--- config.mk ---
export PLATFORM = sky130hd
export DESIGN_NAME = riot_6532
export DESIGN_NICKNAME = d
export VERILOG_FILES = /design/src/rtl/riot_6532.sv
export SDC_FILE = /design/constraint.sdc
export NUM_CORES = 1
export LEC_CHECK = 0
export BUFFER_PORTS_ARGS = -buffer_cell sky130_fd_sc_hd__buf_2
export CELL_PAD_IN_SITES_DETAIL_PLACEMENT = 1
export CELL_PAD_IN_SITES_GLOBAL_PLACEMENT = 1
export CORE_MARGIN = 2
export CORE_UTILIZATION = 43
export CTS_BUF_LIST = sky130_fd_sc_hd__clkbuf_4 sky130_fd_sc_hd__clkbuf_8
export CTS_CLUSTER_SIZE = 12
export DETAILED_ROUTE_END_ITERATION = 8
export PLACE_DENSITY_LB_ADDON = 0.1
export SKIP_LAST_GASP = 1
export SLEW_MARGIN = 20
export SYNTH_ARGS = -nofsm -noshare
export SYNTH_HDL_FRONTEND = slang
export SYNTH_SLANG_ARGS = --single-unit
--- constraint.sdc ---
create_clock -name clk -period 2.5 [get_ports clk]
set_clock_uncertainty 0.2 [all_clocks]
set_input_delay 0.125 -clock clk [delete_from_list [all_inputs] [get_ports clk]]
set_output_delay 0.125 -clock clk [all_outputs]
set_load 0.03 [all_outputs]
--- src/rtl/riot_6532.sv ---
// riot_6532: Atari 2600 RIOT (MOS 6532) bus responder with two I/O ports and the interval timer.
// Define RIOT_PA7_EDGE_EN to compile in the PA7 edge detector and its interrupt.
module riot_6532 #(
    parameter logic [7:0] RESET_TIMER = 8'h00
) (
    input  logic       clk,
    input  logic       rst_n,
    input  logic       ce,
    input  logic       cs,
    input  logic [4:0] addr,
    input  logic       we,
    input  logic [7:0] din,
    output logic [7:0] dout,
    input  logic [7:0] pa_in,
    input  logic [7:0] pb_in,
    output logic [7:0] pa_out,
    output logic [7:0] pb_out,
    output logic [7:0] pa_oe,
    output logic [7:0] pb_oe,
    output logic       irq_n
);
    logic [7:0] r_dout;
    logic [7:0] r_pa_out;
    logic [7:0] r_pa_oe;
    logic [7:0] r_pb_out;
    logic [7:0] r_pb_oe;
    logic [7:0] r_timer;
    logic [9:0] r_pre;
    logic [9:0] r_ivl_m1;
    logic       r_fast;
    logic       r_tflag;
    logic       r_tirq_en;
    logic       r_irq_n;

    logic [7:0] w_pa;
    logic [7:0] w_pb;
    logic [7:0] w_rdata;
    logic [9:0] w_ld_m1;
    logic       w_rd;
    logic       w_wr;
    logic       w_load;
    logic       w_intim_rd;
    logic       w_eflag;
    logic       w_eirq_en;

    assign w_pa       = (r_pa_out & r_pa_oe) | (pa_in & ~r_pa_oe);
    assign w_pb       = (r_pb_out & r_pb_oe) | (pb_in & ~r_pb_oe);
    assign w_rd       = cs & ce & ~we;
    assign w_wr       = cs & ce & we;
    assign w_load     = w_wr & addr[2] & addr[4];
    assign w_intim_rd = w_rd & addr[2] & ~addr[0];

    // Prescaler reload value is interval-1 for the 1T/8T/64T/1024T loads.
    always_comb begin
        w_ld_m1 = 10'd0;
        case (addr[1:0])
            2'd0: w_ld_m1 = 10'd0;
            2'd1: w_ld_m1 = 10'd7;
            2'd2: w_ld_m1 = 10'd63;
            2'd3: w_ld_m1 = 10'd1023;
        endcase
    end

    always_comb begin
        w_rdata = 8'h00;
        if (!addr[2]) begin
            case (addr[1:0])
                2'd0: w_rdata = w_pa;
                2'd1: w_rdata = r_pa_oe;
                2'd2: w_rdata = w_pb;
                2'd3: w_rdata = r_pb_oe;
            endcase
        end else if (!addr[0]) begin
            w_rdata = r_timer;
        end else begin
            w_rdata = {r_tflag, w_eflag, 6'b000000};
        end
    end

    // Read data follows the CPU clock, not ce, so it is valid for the registered DI input.
    always_ff @(posedge clk or negedge rst_n) begin
        if (!rst_n) begin
            r_dout <= 8'h00;
        end else if (cs && !we) begin
            r_dout <= w_rdata;
        end
    end

    always_ff @(posedge clk or negedge rst_n) begin
        if (!rst_n) begin
            r_pa_out <= 8'h00;
            r_pa_oe  <= 8'h00;
            r_pb_out <= 8'h00;
            r_pb_oe  <= 8'h00;
        end else if (w_wr && !addr[2]) begin
            case (addr[1:0])
                2'd0: r_pa_out <= din;
                2'd1: r_pa_oe  <= din;
                2'd2: r_pb_out <= din;
                2'd3: r_pb_oe  <= din;
            endcase
        end
    end

    // r_fast latches the post-underflow 1T mode; only a new load leaves it.
    always_ff @(posedge clk or negedge rst_n) begin
        if (!rst_n) begin
            r_timer   <= RESET_TIMER;
            r_pre     <= 10'd1023;
            r_ivl_m1  <= 10'd1023;
            r_fast    <= 1'b0;
            r_tflag   <= 1'b0;
            r_tirq_en <= 1'b0;
        end else if (w_load) begin
            r_timer   <= din;
            r_pre     <= w_ld_m1;
            r_ivl_m1  <= w_ld_m1;
            r_fast    <= 1'b0;
            r_tflag   <= 1'b0;
            r_tirq_en <= addr[3];
        end else if (ce) begin
            if (w_intim_rd) begin
                r_tflag   <= 1'b0;
                r_tirq_en <= addr[3];
            end
            if (r_pre == 10'd0) begin
                r_timer <= r_timer - 8'd1;
                if (r_timer == 8'd0) begin
                    r_tflag <= 1'b1;
                    r_fast  <= 1'b1;
                    r_pre   <= 10'd0;
                end else begin
                    r_pre <= r_fast ? 10'd0 : r_ivl_m1;
                end
            end else begin
                r_pre <= r_pre - 10'd1;
            end
        end
    end

`ifdef RIOT_PA7_EDGE_EN
    logic r_pa7_prev;
    logic r_eflag;
    logic r_eirq_en;
    logic r_epol;
    logic w_edge;
    logic w_timint_rd;

    assign w_timint_rd = w_rd & addr[2] & addr[0];
    assign w_edge      = r_epol ? (~r_pa7_prev & w_pa[7]) : (r_pa7_prev & ~w_pa[7]);

    // A detected edge outranks a TIMINT read clearing the flag on the same tick.
    always_ff @(posedge clk or negedge rst_n) begin
        if (!rst_n) begin
            r_pa7_prev <= 1'b0;
            r_eflag    <= 1'b0;
            r_eirq_en  <= 1'b0;
            r_epol     <= 1'b0;
        end else if (ce) begin
            r_pa7_prev <= w_pa[7];
            if (w_wr && addr[2] && !addr[4]) begin
                r_eirq_en <= addr[1];
                r_epol    <= addr[0];
            end
            if (w_timint_rd) r_eflag <= 1'b0;
            if (w_edge)      r_eflag <= 1'b1;
        end
    end

    assign w_eflag   = r_eflag;
    assign w_eirq_en = r_eirq_en;
`else
    assign w_eflag   = 1'b0;
    assign w_eirq_en = 1'b0;
`endif

    always_ff @(posedge clk or negedge rst_n) begin
        if (!rst_n) begin
            r_irq_n <= 1'b1;
        end else begin
            r_irq_n <= ~((r_tflag & r_tirq_en) | (w_eflag & w_eirq_en));
        end
    end

    assign dout   = r_dout;
    assign pa_out = r_pa_out;
    assign pa_oe  = r_pa_oe;
    assign pb_out = r_pb_out;
    assign pb_oe  = r_pb_oe;
    assign irq_n  = r_irq_n;

endmodule

==> impl_summary.md, run 1 <==
Placement
Prior to clock tree synthesis, the placed netlist has a worst setup slack of about 380 ps. The count of buffers added on input and output ports is 74. Summed over all nets, the half-perimeter wirelength after detailed placement is about 7300 um. Including well taps, the total number of placed cells is 512. Routability-driven placement finished with a final weighted congestion of 0.8288.

Flow run
The max-capacitance violation count is 0.

Floorplan
The initialized floorplan defines 32 standard-cell rows. The initial utilization of the core area, before any placement, comes to 44.90%. The die outline area is approximately 8900 um^2. The die is about 94 um wide. The core region is ~7800 um^2. Measured along the y axis, the die boundary spans 94.30 um. Pin placement for this block handled 75 I/O pins.

Timing
Setup repair after global routing left no endpoint under its margin. After routing, the total negative slack on setup checks comes to 0 ps. After layout, the worst path uses ~89% of the clock period.

The count of pins over their slew limit is 0. Setup violations remaining at the end of the flow were counted as 0. The number of failing hold endpoints at the final stage is 0. The achievable frequency is 451.4 MHz. Final hold analysis gives a worst-case slack of between 50 and 60 ps.

The worst pin sits at a relative slew slack of 54.49%. For the finished layout, the period the worst path requires is roughly 2200 ps. The final worst-path setup slack is 284.8 ps. The pin slew with the least headroom to its limit is slightly below 700 ps.

Power and ir drop
The net switching fraction of the power is a little under two fifths. The net switching component of the power is 0.001455 W. IR analysis of the VDD net gives a maximum drop of between 0.3 and 0.4 mV. The internal power of the cells totals around 0.0024 W. For this design the static power due to leakage is slightly below 2 nW. For this design the ratio of total power to cell area is about 900 nW/um^2. The portion of total power attributed to the clock network is a little under a quarter. The sequential group share of total power is between 40 and 50%. Combinational logic is responsible for around 32% of the overall power.

Setup path
The endpoint kind of the worst setup timing path is a flip-flop. Traced cell by cell, the critical path runs through or3_4 -> o41a_1 -> and3_1 -> o21ai_0 -> nand3_1. The required time of the critical path is between 2000 and 3000 ps.

Along the worst path, the maximum fanout reaches 5. The critical path data arrival time is between 2000 and 2500 ps. The kind of critical path is reg -> reg. STA classifies the critical path startpoint as a flip-flop.

The largest single stage delay on the critical path is roughly 470 ps. Together, buffers and inverters on the worst path number 0. The slowest stage of the critical path is the sky130_fd_sc_hd__o41a_1 cell.

The top cell family by delay on the critical path is simple AND/OR/NAND/NOR gates.

Run status
The flow ran to the end, and the final reports show no timing, DRC or antenna violations.

Clock network
TritonCTS built the clock tree. The maximum level of the CTS H-tree is 3. The number of sinks on the clock net is 65.

The deepest clock path buffer count is 2. The clock insertion delay at the later pin of the skew report is 330 ps. In this run the clock root is driven by a sky130_fd_sc_hd__clkbuf_8. Clock tree synthesis inserted a total of 9 buffers. The register clock-pin slew on the reported worst setup and hold paths is around 70 ps. In this run, post-CTS repair resized a total of 0 instances.

Cells and area
The non-filler instance count after layout is 539. Once layout is complete, the utilization of the core stands at between 50% and 60%. The number of antenna diodes in the final layout is 0. In the final layout, the share of cells above drive strength 1 is a little under two fifths. Compared with the post-synthesis result, the final layout area differs by 23.52%.

The final layout contains between 400 and 500 nets. The final-layout fill cell count is roughly 920.

Min path
The worst hold path belongs to the class in -> reg.

Yosys
In the synthesized netlist the async set-or-reset flop fraction comes to 100.0%. The average instance in the mapped netlist occupies 10.19 um^2. The sequential fraction of the synthesis area is between 40% and 50%. During synthesis, Yosys emitted a total of 0 warnings. The post-synthesis cell type count is 52. The predominant post-synthesis flop cell is sky130_fd_sc_hd__dfrtp_1. In the post-synthesis netlist, the biggest area contributors are sky130_fd_sc_hd__dfrtp_1 36%, sky130_fd_sc_hd__mux2_2 11%, sky130_fd_sc_hd__dfstp_2 10%. Sorting the synthesized cells by how often they occur yields 51 x sky130_fd_sc_hd__dfrtp_1, 34 x sky130_fd_sc_hd__mux2_2, 33 x sky130_fd_sc_hd__nor2_1, 32 x sky130_fd_sc_hd__nand2_1, 24 x sky130_fd_sc_hd__a21oi_1.

Synthesis handed over a netlist of between 300 and 400 instances. The most common cell in the synthesized netlist is sky130_fd_sc_hd__dfrtp_1. After synthesis the cells add up to 3506 um^2.

The fraction of synthesized cell area taken by the top area cell type is between 30% and 40%. Counting flops with a built-in enable in the synthesized netlist gives 0. The synthesized net count is between 300 and 400. The cell accounting for the most synthesized area is sky130_fd_sc_hd__dfrtp_1. Synthesis inferred 65 register bits.

Drt
The first routing iteration left about 120 violations. The number of DRC violations after detailed routing is 0. Once detail routing completed, the nets flagged for antenna violations numbered 0. The total wire length after detailed routing is roughly 10000 um. Using the TritonRoute via totals, the vias-per-cell ratio works out to around 5.7.

The total iterations of the first detailed-routing run is 4. The number of vias in the routed layout is between 3000 and 4000. Dividing the detail-routed wire length by the instance count gives 19.44 um.

GRT
Entering global routing, the biggest net connects 66 pins. After global routing the overflow that remains totals 0. The number of global-route vias before repair was about 3300. Global routing used 25.11% of the available tracks across all layers. The first global-routing pass estimated 17060 um of wire. The number of antenna violations at the first check in global routing is 0.
final cells by class:
| cell class | instances | area, um^2 | share of cell area, % |
|---|---|---|---|
| Clock inverter | 1 | 7.507 | 0.1734 |
| Tap cell | 102 | 127.6 | 2.947 |
| Inverter | 8 | 30.03 | 0.6934 |
| Multi-Input combinational cell | 253 | 1759 | 40.62 |
| Sequential cell | 65 | 1644 | 37.97 |
| Clock buffer | 15 | 193.9 | 4.478 |
| Timing Repair Buffer | 95 | 568.0 | 13.12 |
power groups by stage:
| stage | Clock [W] | Combinational, W | Sequential [W] |
|---|---|---|---|
| floorplan | 0 | 0.000613 | 0.00189 |
| global placement | 0 | 0.00117 | 0.00170 |
| detailed placement | 0 | 0.00122 | 0.00172 |
| CTS | 0.000900 | 0.00124 | 0.00171 |
| global route | 0.000940 | 0.00136 | 0.00176 |
| finish | 0.000879 | 0.00123 | 0.00171 |
tightest hold or removal path, stage by stage:
cell and delay [ps]:
sky130_fd_sc_hd__buf_2 140, sky130_fd_sc_hd__nand4_1 150, sky130_fd_sc_hd__a32o_1 130
through the flow:
step                instance area (um^2)  total power [W]
finish                              4330         0.003820
CTS                                 4330         0.003851
global placement                    4019         0.002874
floorplan                           3506         0.002507
detailed placement                  4019         0.002940
global route                        4330         0.004056
cells by family after synthesis:
| kind of cell | count (synthesis) | share of synthesized area, % |
|---|---|---|
| flops | 65 | 46.89 |
| mux | 42 | 13.21 |
| fa+ha+maj | 3 | 1.071 |
| buf+inv | 26 | 2.927 |
| xor+xnor | 7 | 1.749 |
| simple gates | 117 | 18.24 |
| compound gates | 84 | 15.92 |
state kept, by name, indices dropped and copies added (netlist names):
register / flops
r_pre: 10
r_tflag: 1
pa_oe: 8
dout: 8
r_fast: 1
r_timer: 8
pb_oe: 8
r_tirq_en: 1
pb_out: 8
r_ivl_m1: 3
irq_n: 1
pa_out: 8
per-layer routing:
| layer | wire [um] | track usage [%] | up-vias |
|---|---|---|---|
| met2 | 5198 | 41.61 | 76 |
| li1 | - | - | 1435 |
| met4 | 85 | 6.763 | 0 |
| met3 | 496 | 3.612 | 8 |
| met5 | 0 | 0 | - |
| met1 | 4699 | 34.43 | 1550 |
placed cells by master, fill, tap and decap left out, types with 4 or more instances in the layout:
master / Yosys / routed
sky130_fd_sc_hd__nand2_1: 32 / 32
sky130_fd_sc_hd__mux2i_1: 8 / 8
sky130_fd_sc_hd__mux2_2: 34 / 34
sky130_fd_sc_hd__buf_2: 4 / 74
sky130_fd_sc_hd__dfrtp_1: 51 / 51
sky130_fd_sc_hd__a21oi_1: 24 / 24
sky130_fd_sc_hd__nor3b_1: 7 / 7
sky130_fd_sc_hd__a211oi_1: 9 / 9
sky130_fd_sc_hd__o21ai_0: 18 / 18
sky130_fd_sc_hd__buf_4: 0 / 9
sky130_fd_sc_hd__xnor2_1: 4 / 4
sky130_fd_sc_hd__nand4_1: 4 / 4
sky130_fd_sc_hd__dfstp_2: 14 / 14
sky130_fd_sc_hd__dlygate4sd3_1: 0 / 11
sky130_fd_sc_hd__or3_1: 6 / 6
sky130_fd_sc_hd__a22oi_1: 7 / 7
sky130_fd_sc_hd__nor2_1: 33 / 33
sky130_fd_sc_hd__a22o_1: 6 / 6
sky130_fd_sc_hd__inv_1: 8 / 8
sky130_fd_sc_hd__nand3_1: 8 / 8
sky130_fd_sc_hd__clkbuf_8: 0 / 13
what timing repair did:
action	4_1_cts	5_1_grt
endpoints found under the hold margin	107	0
setup endpoints to repair	0	0
buffers inserted	0	0
hold buffers	11	0
final timing paths:
kind / start / endpoint / slack, ps / depth (start not counted)
max: r_timer[2]$_DFFE_PN0P_ / r_pre[3]$_DFFE_PN1P_ / 280 / 5
min: cs / r_tflag$_DFFE_PN0P_ / 50 / 3
max reg2reg: r_timer[2]$_DFFE_PN0P_ / r_pre[3]$_DFFE_PN1P_ / 280 / 5
min reg2reg: r_tirq_en$_DFFE_PN0P_ / irq_n$_DFF_PN1_ / 190 / 1
max in group asynchronous: rst_n / r_pre[3]$_DFFE_PN1P_ / 1630 / 3
min in group asynchronous: rst_n / r_tirq_en$_DFFE_PN0P_ / 130 / 3
Note: power is estimated with default switching activity, not from simulation.
==> run 2: changes to the inputs <==
--- a/config.mk
+++ b/config.mk
@@ -9,8 +9,8 @@
 export CELL_PAD_IN_SITES_DETAIL_PLACEMENT = 1
 export CELL_PAD_IN_SITES_GLOBAL_PLACEMENT = 1
 export CORE_MARGIN = 2
-export CORE_UTILIZATION = 43
-export CTS_BUF_LIST = sky130_fd_sc_hd__clkbuf_4 sky130_fd_sc_hd__clkbuf_8
+export CORE_UTILIZATION = 39
+export CTS_BUF_LIST = sky130_fd_sc_hd__clkbuf_4
 export CTS_CLUSTER_SIZE = 12
 export DETAILED_ROUTE_END_ITERATION = 8
 export PLACE_DENSITY_LB_ADDON = 0.1
==> constraint.sdc (replaced) <==
create_clock -name clk -period 1.85 [get_ports clk]
set_clock_uncertainty 0.2 [all_clocks]
set_input_delay 0.0925 -clock clk [delete_from_list [all_inputs] [get_ports clk]]
set_output_delay 0.0925 -clock clk [all_outputs]
set_load 0.03 [all_outputs]
==> impl_summary.md, run 2 (synthesized netlist as in run 1, its figures left out) <==
Run status
The flow ran to the end, but the final reports show violations. The checks that failed: negative setup slack.

Power and ir drop
The worst-case vdd ir drop is 0.5445 mV (+43%). The static leakage is 2.251 nW (+14%). The power density of the placed cells is 1167 nW/um^2 (+32%).

Timing
The final worst hold slack is 9.244 ps (-41.95 ps). The pin slew with the least headroom to its limit came to 565.8 ps (-116.9 ps). The worst relative slew slack is 62.28% (+7.8 points). The number of setup violations in the final report is 18 (+18). The count of pins over their slew limit is 0 (unchanged).

The portion of the clock cycle consumed by the worst path in the final layout was 110.5% (+22 points). The final worst-path setup slack is -193.6 ps (-478.4 ps). The achievable frequency came to 489.3 MHz (+8.4%).

The minimum clock period after layout is 2044 ps (-171.6 ps). Setup repair after global routing could not meet its margin everywhere. The number of failing hold endpoints at the final stage is 0 (unchanged).

Drt
The DRC marker count from the first detailed-route iteration is 79 (-36%). The mean number of vias per cell came to 5.544 (-2.6%). The total iterations of the first detailed-routing run is 4 (unchanged).

The routed length per instance is 18.65 um (-4.1%). The number of DRC violations after detailed routing was 0 (unchanged). The remaining antenna violation count after routing was 0 (unchanged).

The number of vias in the routed layout came to 3321 (+8.2%). The total wire length after detailed routing is 11170 um (+6.6%).

GRT
The aggregate global routing overflow came to 0 (unchanged). The largest net degree at the start of global routing came to 66 (unchanged). The number of antenna violations at the first check in global routing was 0 (unchanged).

The total global routing track utilization is 23.21% (-1.9 points). The global-route wire length before repair was 17800 um (+4.3%). The number of global-route vias before repair is 3447 (+5.9%).

Clock network
The deepest clock path buffer count is 2 (unchanged). TritonCTS built the clock tree. The register clock-pin slew on the reported worst setup and hold paths is 120 ps (+50 ps).

The clock insertion delay at the later pin of the skew report is 410 ps (+80 ps). The number of sinks on the clock net is 65 (unchanged). The number of buffers inserted during clock tree synthesis is 9 (unchanged). The maximum level of the CTS H-tree was 3 (unchanged). The clock root buffer master is sky130_fd_sc_hd__clkbuf_4.

Placement
The total of buffers placed on input and output ports is 74 (unchanged). The weighted congestion at the end of routability-driven global placement came to 0.8163 (-1.5%). The HPWL reported at the end of detailed placement is 7761 um (+5.7%).

The number of placed instances, taps included came to 560 (+9.4%).

Floorplan
The core area is 8721 um^2 (+12%). The count of standard-cell rows was 34 (+6.3%). The effective utilization at floorplan is 40.20% (-4.7 points). The vertical die dimension came to 98.81 um (+4.8%). The die extent in x came to 98.81 um (+4.8%). The number of top-level design ports is 75 (unchanged). The die outline area came to 9763 um^2 (+9.8%).

Cells and area
r_pre holds more flip-flops than any other register. The number of inserted diodes is 0 (unchanged). The final net count is 523 (+12%). The number of flip-flops under the largest register name came to 10 (unchanged). The library cell used most frequently in the layout, excluding fill and tap cells, is sky130_fd_sc_hd__buf_2. In the layout the commonest cells are 74 x sky130_fd_sc_hd__buf_2, 51 x sky130_fd_sc_hd__dfrtp_1, 51 x sky130_fd_sc_hd__buf_4, 34 x sky130_fd_sc_hd__mux2_2, 32 x sky130_fd_sc_hd__nor2_1. The share of final-layout standard cells stronger than drive strength 1 came to 46.64% (+9.8 points).

The non-filler instance count after layout is 599 (+11%). The area growth from synthesis to layout is 39.69%.

Setup path
The highest fanout seen on the critical path is 5 (unchanged). The critical path data arrival time is 2180 ps (-80 ps). The depth of the worst register-to-register path is 5 (unchanged). The internal reg-to-reg setup slack is -190 ps (-480 ps). The endpoint kind of the worst setup timing path is a flip-flop. The required time of the critical path came to 1990 ps (-550 ps). The critical path is of the reg -> reg type. The sort of element at the start of the critical path is a flip-flop. The end of the worst register-to-register path is r_pre[9]$_DFFE_PN1P_. The worst register-to-register path begins at r_timer[4]$_DFFE_PN0P_.

Min path
The classification of the worst-slack hold path is in -> async.

Flow run
The max-capacitance violation count is 0 (unchanged).
## run 2: worst max path at each step
| stage | start | endpoint | slack (ps) |
|---|---|---|---|
| finish | r_timer[4]$_DFFE_PN0P_ | r_pre[9]$_DFFE_PN1P_ | -190 |
| global route | r_timer[2]$_DFFE_PN0P_ | r_pre[9]$_DFFE_PN1P_ | -260 |
| CTS | r_timer[4]$_DFFE_PN0P_ | r_pre[9]$_DFFE_PN1P_ | -140 |
| detailed placement | r_pre[4]$_DFFE_PN1P_ | r_timer[6]$_DFFE_PN0P_ | -110 |
| global placement | r_timer[4]$_DFFE_PN0P_ | r_pre[9]$_DFFE_PN1P_ | -80 |
| floorplan | r_pre[4]$_DFFE_PN1P_ | r_pre[9]$_DFFE_PN1P_ | -70 |
## run 2: power breakdown
part | leakage [nW] | switching, W | internal, W
Clock | 0.0823 | 0.000554 | 0.000547
Sequential | 0.796 | 0.000339 | 0.00186
Combinational | 1.37 | 0.00133 | 0.00109
Total | 2.25 | 0.00222 | 0.00349
## run 2: layout make-up
class	count	area [um^2]
inverters	8	30.03
repair buffers	149	1022
flip-flops and latches	65	1644
well taps	108	135.1
multi-input cells	253	1904
clock inverters	7	93.84
clock buffers	9	67.56
fillers	994	3824
## run 2: per-stage QoR
step / setup WS (ps) / total power [W] / cell area, um^2 / TNS (ps) / utilization, %
final: -193.6 / 0.005713 / 4897 / -1683 / 56.15
after global routing: -260.1 / 0.006050 / 4897 / -3216 / 56.15
after CTS: -138.1 / 0.005502 / 4721 / -809.1 / 54.13
after detailed placement: -112.6 / 0.004331 / 4367 / -1022 / 50.07
after global placement: -84.91 / 0.004261 / 4367 / -441.5 / 50.07
after floorplan: -65.39 / 0.003397 / 3520 / -162.7 / -
## run 2: metal layers
| metal | up-vias | global-route usage (%) | share of wire, % |
|---|---|---|---|
| met1 | 1690 | 33.39 | 48 |
| met2 | 69 | 36.33 | 48 |
| met3 | 13 | 4.184 | 3.4 |
| li1 | 1549 | - | - |
| met4 | 0 | 5.901 | 1.4 |
| met5 | - | 0 | 0 |
## run 2: critical path, cell delays in order, from the launching register on
cell and delay, ps:
sky130_fd_sc_hd__dfrtp_1 400, sky130_fd_sc_hd__or3_4 390, sky130_fd_sc_hd__o41a_1 460, sky130_fd_sc_hd__nand3_2 150
sky130_fd_sc_hd__o311ai_2 100, sky130_fd_sc_hd__a32o_1 270
## run 2: repair_timing
action,in CTS,in global routing
hold endpoints to repair,115,0
setup buffers,2,6
endpoints found under the setup margin,15,20
pin swaps,2,19
resized for setup,6,29
hold buffers,15,0
